## src/rtl/sensor_pkg.sv

```systemverilog
// Shared widths, FSM encoding and default thresholds for the sensor conditioner.
package sensor_pkg;

  localparam int ADC_W   = 12;
  localparam int LEVEL_W = 4;

  localparam int DEF_SAMPLE_DIV  = 50000;
  localparam int DEF_AVG_LOG2    = 3;
  localparam int DEF_DIAL_HYST   = 32;
  localparam int DEF_DARK_ON_TH  = 800;
  localparam int DEF_DARK_OFF_TH = 1200;

  typedef enum logic [1:0] {
    IDLE     = 2'd0,
    CAPTURE  = 2'd1,
    UPDATE   = 2'd2,
    CLASSIFY = 2'd3
  } state_t;

  function automatic logic [ADC_W-1:0] abs_diff(input logic [ADC_W-1:0] a,
                                                input logic [ADC_W-1:0] b);
    return (a >= b) ? a - b : b - a;
  endfunction

endpackage

```

## src/rtl/sensor_conditioner_if.sv

```systemverilog
// Raw ADC inputs and conditioned results; master = conditioner, slave = consumer/front end.
interface sensor_conditioner_if;
  import sensor_pkg::*;

  logic [ADC_W-1:0]   dial_value;
  logic [ADC_W-1:0]   cds_value;
  logic [ADC_W-1:0]   dial_filt;
  logic [ADC_W-1:0]   cds_filt;
  logic [LEVEL_W-1:0] dial_level;
  logic               dark;
  logic               sample_valid;
  logic               level_changed;
  logic               dark_rise;

  modport master (
    input  dial_value, cds_value,
    output dial_filt, cds_filt, dial_level, dark,
           sample_valid, level_changed, dark_rise
  );

  modport slave (
    output dial_value, cds_value,
    input  dial_filt, cds_filt, dial_level, dark,
           sample_valid, level_changed, dark_rise
  );

endinterface

```

## src/rtl/sensor_moving_avg.sv

```systemverilog
// Power-of-two moving average; the first load after reset fills every tap with the sample.
module sensor_moving_avg
  import sensor_pkg::*;
#(
  parameter int AVG_LOG2 = DEF_AVG_LOG2
) (
  input  logic             clk,
  input  logic             rst,
  input  logic             load,
  input  logic [ADC_W-1:0] sample,
  output logic [ADC_W-1:0] filt
);

  localparam int DEPTH = 1 << AVG_LOG2;
  localparam int SUM_W = ADC_W + AVG_LOG2;

  logic [ADC_W-1:0]    taps [DEPTH];
  logic [SUM_W-1:0]    sum;
  logic [AVG_LOG2-1:0] ptr;
  logic                primed;

  // NOTE: the tap array is reset explicitly because the first average after reset
  // must start from a known buffer; this keeps it in flops rather than a RAM macro.
  always_ff @(posedge clk) begin
    if (rst) begin
      sum    <= '0;
      ptr    <= '0;
      primed <= 1'b0;
      for (int i = 0; i < DEPTH; i++) taps[i] <= '0;
    end else if (load) begin
      if (!primed) begin
        for (int i = 0; i < DEPTH; i++) taps[i] <= sample;
        sum    <= SUM_W'(sample) << AVG_LOG2;
        primed <= 1'b1;
      end else begin
        sum       <= sum - SUM_W'(taps[ptr]) + SUM_W'(sample);
        taps[ptr] <= sample;
        ptr       <= ptr + 1'b1;
      end
    end
  end

  assign filt = ADC_W'(sum >> AVG_LOG2);

endmodule

```

## src/rtl/sensor_conditioner.sv

```systemverilog
// Sample-rate snapshot, moving average and hysteretic dial level / dark flag.
// Define SENSOR_CONDITIONER_BYPASS_EN to remove the averaging path (filt = snapshot).
module sensor_conditioner
  import sensor_pkg::*;
#(
  parameter int SAMPLE_DIV  = DEF_SAMPLE_DIV,
  parameter int AVG_LOG2    = DEF_AVG_LOG2,
  parameter int DIAL_HYST   = DEF_DIAL_HYST,
  parameter int DARK_ON_TH  = DEF_DARK_ON_TH,
  parameter int DARK_OFF_TH = DEF_DARK_OFF_TH
) (
  input logic                  clk,
  input logic                  rst,
  sensor_conditioner_if.master bus
);

  localparam int                CNT_W    = $clog2(SAMPLE_DIV);
  localparam logic [CNT_W-1:0]  CNT_LAST = CNT_W'(SAMPLE_DIV - 1);
  localparam logic [ADC_W-1:0]  HYST_TH  = ADC_W'(128 + DIAL_HYST);
  localparam logic [ADC_W-1:0]  ON_TH    = ADC_W'(DARK_ON_TH);
  localparam logic [ADC_W-1:0]  OFF_TH   = ADC_W'(DARK_OFF_TH);

  state_t             state, state_next;
  logic [CNT_W-1:0]   div_cnt;
  logic               tick;
  logic               capture, classify;
  logic [ADC_W-1:0]   snap_d, snap_c;
  logic [ADC_W-1:0]   dial_f, cds_f;
  logic [ADC_W-1:0]   dial_filt_q, cds_filt_q;
  logic [LEVEL_W-1:0] dial_level_q, cand;
  logic [ADC_W-1:0]   center;
  logic               level_move;
  logic               dark_q, primed;
  logic               sample_valid_q, level_changed_q, dark_rise_q;

  assign tick = (div_cnt == CNT_LAST);

  // NOTE: every clocked process uses non-blocking assignments so all registers
  // update from the same pre-edge values regardless of statement order.
  always_ff @(posedge clk) begin
    if (rst) begin
      div_cnt <= '0;
      state   <= IDLE;
    end else begin
      div_cnt <= tick ? '0 : div_cnt + 1'b1;
      state   <= state_next;
    end
  end

  // NOTE: outputs and next state take their defaults first so no path leaves them
  // unassigned and no latch is inferred.
  always_comb begin
    state_next = state;
    capture    = 1'b0;
    classify   = 1'b0;
    unique case (state)
      IDLE:     if (tick) state_next = CAPTURE;
      CAPTURE:  begin capture = 1'b1;  state_next = UPDATE; end
      UPDATE:   state_next = CLASSIFY;
      CLASSIFY: begin classify = 1'b1; state_next = IDLE; end
      default:  state_next = IDLE;
    endcase
  end

  always_ff @(posedge clk) begin
    if (rst) begin
      snap_d <= '0;
      snap_c <= '0;
    end else if (capture) begin
      snap_d <= bus.dial_value;
      snap_c <= bus.cds_value;
    end
  end

`ifdef SENSOR_CONDITIONER_BYPASS_EN
  assign dial_f = snap_d;
  assign cds_f  = snap_c;
`else
  logic load;
  assign load = (state == UPDATE);

  sensor_moving_avg #(.AVG_LOG2(AVG_LOG2)) u_avg_dial (
    .clk(clk), .rst(rst), .load(load), .sample(snap_d), .filt(dial_f)
  );

  sensor_moving_avg #(.AVG_LOG2(AVG_LOG2)) u_avg_cds (
    .clk(clk), .rst(rst), .load(load), .sample(snap_c), .filt(cds_f)
  );
`endif

  // Move only when the new value sits clearly outside the current bin plus margin.
  assign cand       = dial_f[ADC_W-1 -: LEVEL_W];
  assign center     = {dial_level_q, 1'b1, 7'b0};
  assign level_move = (cand != dial_level_q) && (abs_diff(dial_f, center) > HYST_TH);

  always_ff @(posedge clk) begin
    if (rst) begin
      dial_filt_q     <= '0;
      cds_filt_q      <= '0;
      dial_level_q    <= '0;
      dark_q          <= 1'b0;
      primed          <= 1'b0;
      sample_valid_q  <= 1'b0;
      level_changed_q <= 1'b0;
      dark_rise_q     <= 1'b0;
    end else begin
      sample_valid_q  <= 1'b0;
      level_changed_q <= 1'b0;
      dark_rise_q     <= 1'b0;
      if (classify) begin
        dial_filt_q    <= dial_f;
        cds_filt_q     <= cds_f;
        sample_valid_q <= 1'b1;
        if (!primed) begin
          dial_level_q    <= cand;
          level_changed_q <= (cand != '0);
          primed          <= 1'b1;
        end else if (level_move) begin
          dial_level_q    <= cand;
          level_changed_q <= 1'b1;
        end
        if (!dark_q && cds_f <= ON_TH) begin
          dark_q      <= 1'b1;
          dark_rise_q <= 1'b1;
        end else if (dark_q && cds_f >= OFF_TH) begin
          dark_q <= 1'b0;
        end
      end
    end
  end

  assign bus.dial_filt     = dial_filt_q;
  assign bus.cds_filt      = cds_filt_q;
  assign bus.dial_level    = dial_level_q;
  assign bus.dark          = dark_q;
  assign bus.sample_valid  = sample_valid_q;
  assign bus.level_changed = level_changed_q;
  assign bus.dark_rise     = dark_rise_q;

endmodule

```

## src/flat_wrapper.sv

```systemverilog
// flat-port wrapper written by rule: the top's interface ports become plain ports
module sensor_conditioner_flat import sensor_pkg::*;
#(
  parameter int SAMPLE_DIV  = DEF_SAMPLE_DIV,
  parameter int AVG_LOG2    = DEF_AVG_LOG2,
  parameter int DIAL_HYST   = DEF_DIAL_HYST,
  parameter int DARK_ON_TH  = DEF_DARK_ON_TH,
  parameter int DARK_OFF_TH = DEF_DARK_OFF_TH
)
  (clk, rst, bus_dial_value, bus_cds_value, bus_dial_filt, bus_cds_filt, bus_dial_level, bus_dark, bus_sample_valid, bus_level_changed, bus_dark_rise);
  sensor_conditioner_if bus_i ();
  input logic clk;
  input logic rst;
  input wire logic [$bits(bus_i.dial_value)-1:0] bus_dial_value;
  input wire logic [$bits(bus_i.cds_value)-1:0] bus_cds_value;
  output wire logic [$bits(bus_i.dial_filt)-1:0] bus_dial_filt;
  output wire logic [$bits(bus_i.cds_filt)-1:0] bus_cds_filt;
  output wire logic [$bits(bus_i.dial_level)-1:0] bus_dial_level;
  output wire logic [$bits(bus_i.dark)-1:0] bus_dark;
  output wire logic [$bits(bus_i.sample_valid)-1:0] bus_sample_valid;
  output wire logic [$bits(bus_i.level_changed)-1:0] bus_level_changed;
  output wire logic [$bits(bus_i.dark_rise)-1:0] bus_dark_rise;
  assign bus_i.dial_value = bus_dial_value;
  assign bus_i.cds_value = bus_cds_value;
  assign bus_dial_filt = bus_i.dial_filt;
  assign bus_cds_filt = bus_i.cds_filt;
  assign bus_dial_level = bus_i.dial_level;
  assign bus_dark = bus_i.dark;
  assign bus_sample_valid = bus_i.sample_valid;
  assign bus_level_changed = bus_i.level_changed;
  assign bus_dark_rise = bus_i.dark_rise;
  sensor_conditioner #(.SAMPLE_DIV(SAMPLE_DIV), .AVG_LOG2(AVG_LOG2), .DIAL_HYST(DIAL_HYST), .DARK_ON_TH(DARK_ON_TH), .DARK_OFF_TH(DARK_OFF_TH)) u_core (.clk(clk), .rst(rst), .bus(bus_i));
endmodule
```

## config.mk

```make
export PLATFORM = sky130hd
export DESIGN_NAME = sensor_conditioner_flat
export DESIGN_NICKNAME = d
export VERILOG_FILES = /design/src/rtl/sensor_pkg.sv /design/src/rtl/sensor_conditioner_if.sv /design/src/rtl/sensor_moving_avg.sv /design/src/rtl/sensor_conditioner.sv /design/src/flat_wrapper.sv
export SDC_FILE = /design/constraint.sdc
export NUM_CORES = 1
export LEC_CHECK = 0
export ABC_AREA = 1
export BUFFER_PORTS_ARGS = -buffer_cell sky130_fd_sc_hd__buf_2
export CAP_MARGIN = 0
export CORE_MARGIN = 4
export CORE_UTILIZATION = 35
export DETAILED_ROUTE_END_ITERATION = 8
export PLACE_DENSITY_LB_ADDON = 0.1
export SLEW_MARGIN = 5
export SYNTH_ARGS = -nofsm -noshare
export SYNTH_HDL_FRONTEND = slang
export SYNTH_SLANG_ARGS = --single-unit
```

## constraint.sdc

```tcl
create_clock -name clk -period 3 [get_ports clk]
set_input_delay 0.3 -clock clk [delete_from_list [all_inputs] [get_ports clk]]
set_output_delay 0.3 -clock clk [all_outputs]
set_load 0.02 [all_outputs]
```

==> flow_summary.yaml <==
setup_path:
  cp_slowest_cell: "fa_1"
  r2r-end: "u_core.u_avg_dial.sum[8]$_SDFFE_PP0P_"
  crit_top_cell: "nand2_2"
  required_ps: 3480
  path_cells: "inv_6 > buf_12 > buf_6 > nor2_2 > o22ai_1 > nor2_1 > a31oi_1 > fa_1 > inv_2 > fa_2 > nand2_1 > nand2_1 > nand2_2 > nand2_2 > nand2_2 > nand2_2 > a21oi_4 > o21ai_2 > xor2_1 > nand2_1 > a31oi_1"
  max_stage_delay_ps: 510
  cp_max_fo: 8
  worst_r2r_path_depth: 21
  end_kind: "flop"
  path_class: "reg -> reg"
  cp-start-kind: "flop"
  cp.arrival_ps: 3700
  regToRegSetupSlack_ps: -210
worst_hold_path:
  hold_path_depth: 3
  hp-start: "bus_dial_value[6]"
  hold_end: "u_core.snap_d[6]$_SDFFE_PP0N_"
  min_path_type: "in -> reg"
global_route:
  grt_max_degree: 39
  antenna_found_initial: 0
  grtUsageTotal_pct: 20.6
  grt_pass1_vias: 12920
  grt_overflow: 0
  grt_pass1_wl_mm: 75.1
floorplanning:
  coreArea_sq_mm: 0.0431
  start_util_pct: 35.4
  die-area_sq_mm: 0.0469
  io_pins: 58
  die_y_um: 217
  fp.dieW_um: 217
  rows: 76
route:
  drtPass1Iterations: 5
  drtIter0Drc: 1051
  wl_per_cell_um: 19.1
  routed_wl_mm: 48.8
  ant_nets: 0
  routed-via-count: 12847
  via_per_inst: 5.03
  drc: 0
placed_design:
  place_hpwl_mm: 32.8
  dpl_cell_area_sq_mm: 0.0175
  place_congestion: 0.894
  dp.cells: 2450
  port_buffers: 57
  dp_slack_ps: -411
synth:
  synth_seq_area_share_pct: 53.3
  synth_area_leaders: "edfxtp_1, dfxtp_1, nor2_1, o21ai_0, nand2_1"
  syn-cell-area_sq_mm: 0.0152
  yosysMostFrequentCell: "nor2_1"
  synth_xor_area_share_pct: 0.805
  yosys.area_share.simple_pct: 18.5
  yosys.cell_types.count: 54
  synthTopCellsByCount: "nor2_1, edfxtp_1, o21ai_0, nand2_1, inv_1"
  synthAdderAreaFrac_pct: 7.31
  yosysTopAreaCellShare_pct: 37.8
  ys.flop_type: "edfxtp_1"
  synth_compound_area_share_pct: 13.7
  synth-edff-count: 192
  synth_top_family_by_area: "simple AND/OR/NAND/NOR gates"
  synth.area.mux_share_pct: 0
  synth-seq-cells: 310
  synthCells: 1706
  synthesis.nets: 1806
  synthArstFlopShare_pct: 0
  synth_top_area_cell: "edfxtp_1"
  syn_area_per_cell_sq_um: 8.93
  ys_warn_count: 0
clock_tree:
  insertion_delay_ps: 580
  cts_tree: "done"
  clock_sinks: 310
  root_buffer: "clkbuf_16"
  clockBufferDepth: 3
  htree_levels: 2
  clk_pin_slew_worst_paths_ps: 60
  numCtsBuffers: 38
timing:
  period_needed_ps: 3210
  drv_slew: 0
  finalClockSkew_ps: 19.1
  min_period_over_period_pct: 107
  timing.slew.headroom_pct: 22.1
  rsz0062_at_grt: "yes"
  finalSetupViolCount: 19
  hold_viol_final: 0
  tightest_slew_ps: 1170
  layout_setup_ws_ps: -215
  fmaxAchievable_mhz: 311
pwr:
  ir_worst_vdd_mv: 0.441
  p_leak_nw: 8.12
  p_per_area_mw_per_mm2: 1020
outcome:
  violations: "setup timing"
  status: "finished with violations"
final_layout:
  stdcell_count: 2555
  synthToLayoutAreaGrowth_pct: 32.9
  antennaDiodeCount: 0
  nets: 2041
  final_core_util_pct: 47.0
  final_cell_area_sq_mm: 0.0203
  drive_above_1_share_pct: 28.5
run:
  maxCapViolCount: 0
worst max-delay path by stage:
stage | from | endpoint | slack, ps | depth (start not counted)
2_1_floorplan | flop | u_core.u_avg_dial.sum[6]$_SDFFE_PP0P_ | -10 | 21
3_3_place_gp | flop | u_core.u_avg_cds.sum[9]$_SDFFE_PP0P_ | -350 | 17
3_5_place_dp | flop | u_core.u_avg_cds.sum[9]$_SDFFE_PP0P_ | -410 | 17
4_1_cts | flop | u_core.u_avg_dial.sum[8]$_SDFFE_PP0P_ | -240 | 21
5_1_grt | flop | u_core.u_avg_dial.sum[8]$_SDFFE_PP0P_ | -430 | 21
6_report | flop | u_core.u_avg_dial.sum[8]$_SDFFE_PP0P_ | -210 | 21
routing by layer:
layer | up-vias | GRT usage, % | share of wire, %
li1 | 6248 | - | -
met4 | 0 | 5.68 | 2.1
met5 | - | 0 | 0
met3 | 63 | 3.88 | 5.2
met1 | 6254 | 28.9 | 47
met2 | 282 | 32.9 | 45
repair_timing:
| action | in CTS | in global routing |
|---|---|---|
| hold buffers | 5 | 0 |
| setup endpoints to repair | 20 | 22 |
| resized for setup | 210 | 102 |
| gates cloned | 8 | 0 |
| endpoints found under the hold margin | 5 | 0 |
| buffers inserted | 20 | 7 |
| pin swaps | 62 | 56 |
metrics by stage:
stage / power [mW] / TNS (ps) / hold WS [ps]
after floorplan: 10.2 / -14.8 / 429
after global placement: 13.5 / -5060 / 445
after detailed placement: 13.5 / -5280 / 454
after CTS: 19.9 / -2300 / 6.07
after global routing: 21.9 / -5450 / 34.8
final: 20.6 / -2250 / 31.4
area by class of cell:
| cell class | instances | area (sq um) |
|---|---|---|
| repair buffers | 273 | 2300 |
| flip-flops and latches | 310 | 8140 |
| well taps | 585 | 732 |
| clock inverters | 25 | 343 |
| clock buffers | 44 | 983 |
| fillers | 4099 | 22800 |
| inverters | 169 | 647 |
| multi-input cells | 1149 | 7110 |
power breakdown:
group / switching, mW / internal, mW / total [mW]
clock: 1.94 / 2.99 / 4.93
sequential: 0.349 / 5.46 / 5.81
combinational: 5.59 / 4.29 / 9.87
total: 7.88 / 12.7 / 20.6
state kept, by name, summed over array words and instances (netlist names), named ones only:
name and count:
u_core.u_avg_cds.ptr 3, u_core.bus.level_changed 1, u_core.u_avg_cds.sum 15, u_core.state 2
u_core.bus.cds_filt 12, u_core.primed 1, u_core.u_avg_dial.primed 1, u_core.u_avg_dial.taps 96
u_core.u_avg_dial.ptr 3, u_core.u_avg_cds.taps 96, u_core.snap_c 12, u_core.bus.dial_level 4
u_core.bus.sample_valid 1, u_core.bus.dark 1, u_core.bus.dial_filt 12, u_core.snap_d 12
u_core.u_avg_dial.sum 15, u_core.div_cnt 16, u_core.bus.dark_rise 1
worst max-delay path: cells and delay by family, from the launching register on:
kind                     cells  cell delay, ps
AND/OR/NAND/NOR              9             700
adder cells (fa/ha/maj)      2             840
buffers and inverters        4             370
flip-flops                   1             390
XOR/XNOR                     1             200
AO/OA/AOI/OAI                5             630
cells by family after synthesis:
kind of cell	count (synthesis)
compound gates	379
buf+inv	247
xor+xnor	14
fa+ha+maj	74
simple gates	682
flops	310
cell usage in the layout, fill, tap and decap left out, drive strengths merged, types with 2 or more instances in the layout:
master and n:
a21o 3, clkinv 27, xor2 4, nand2 177
bufinv 7, a32o 3, o22ai 36, nor3b 2
o31ai 4, buf 268, inv 159, a21oi 98
or2 5, nor3 19, a31oi 34, o211ai 3
a211oi 2, nor4 3, xnor2 10, fa 25
edfxtp 192, dfxtp 118, nand3b 3, nand4 5
nor2 422, o21a 3, a22oi 2, a221oi 2
a22o 2, dlygate4sd3 5, ha 49, o21ai 181
clkbuf 44, nand3 45
No activity file was read; power rests on OpenSTA's default activity.
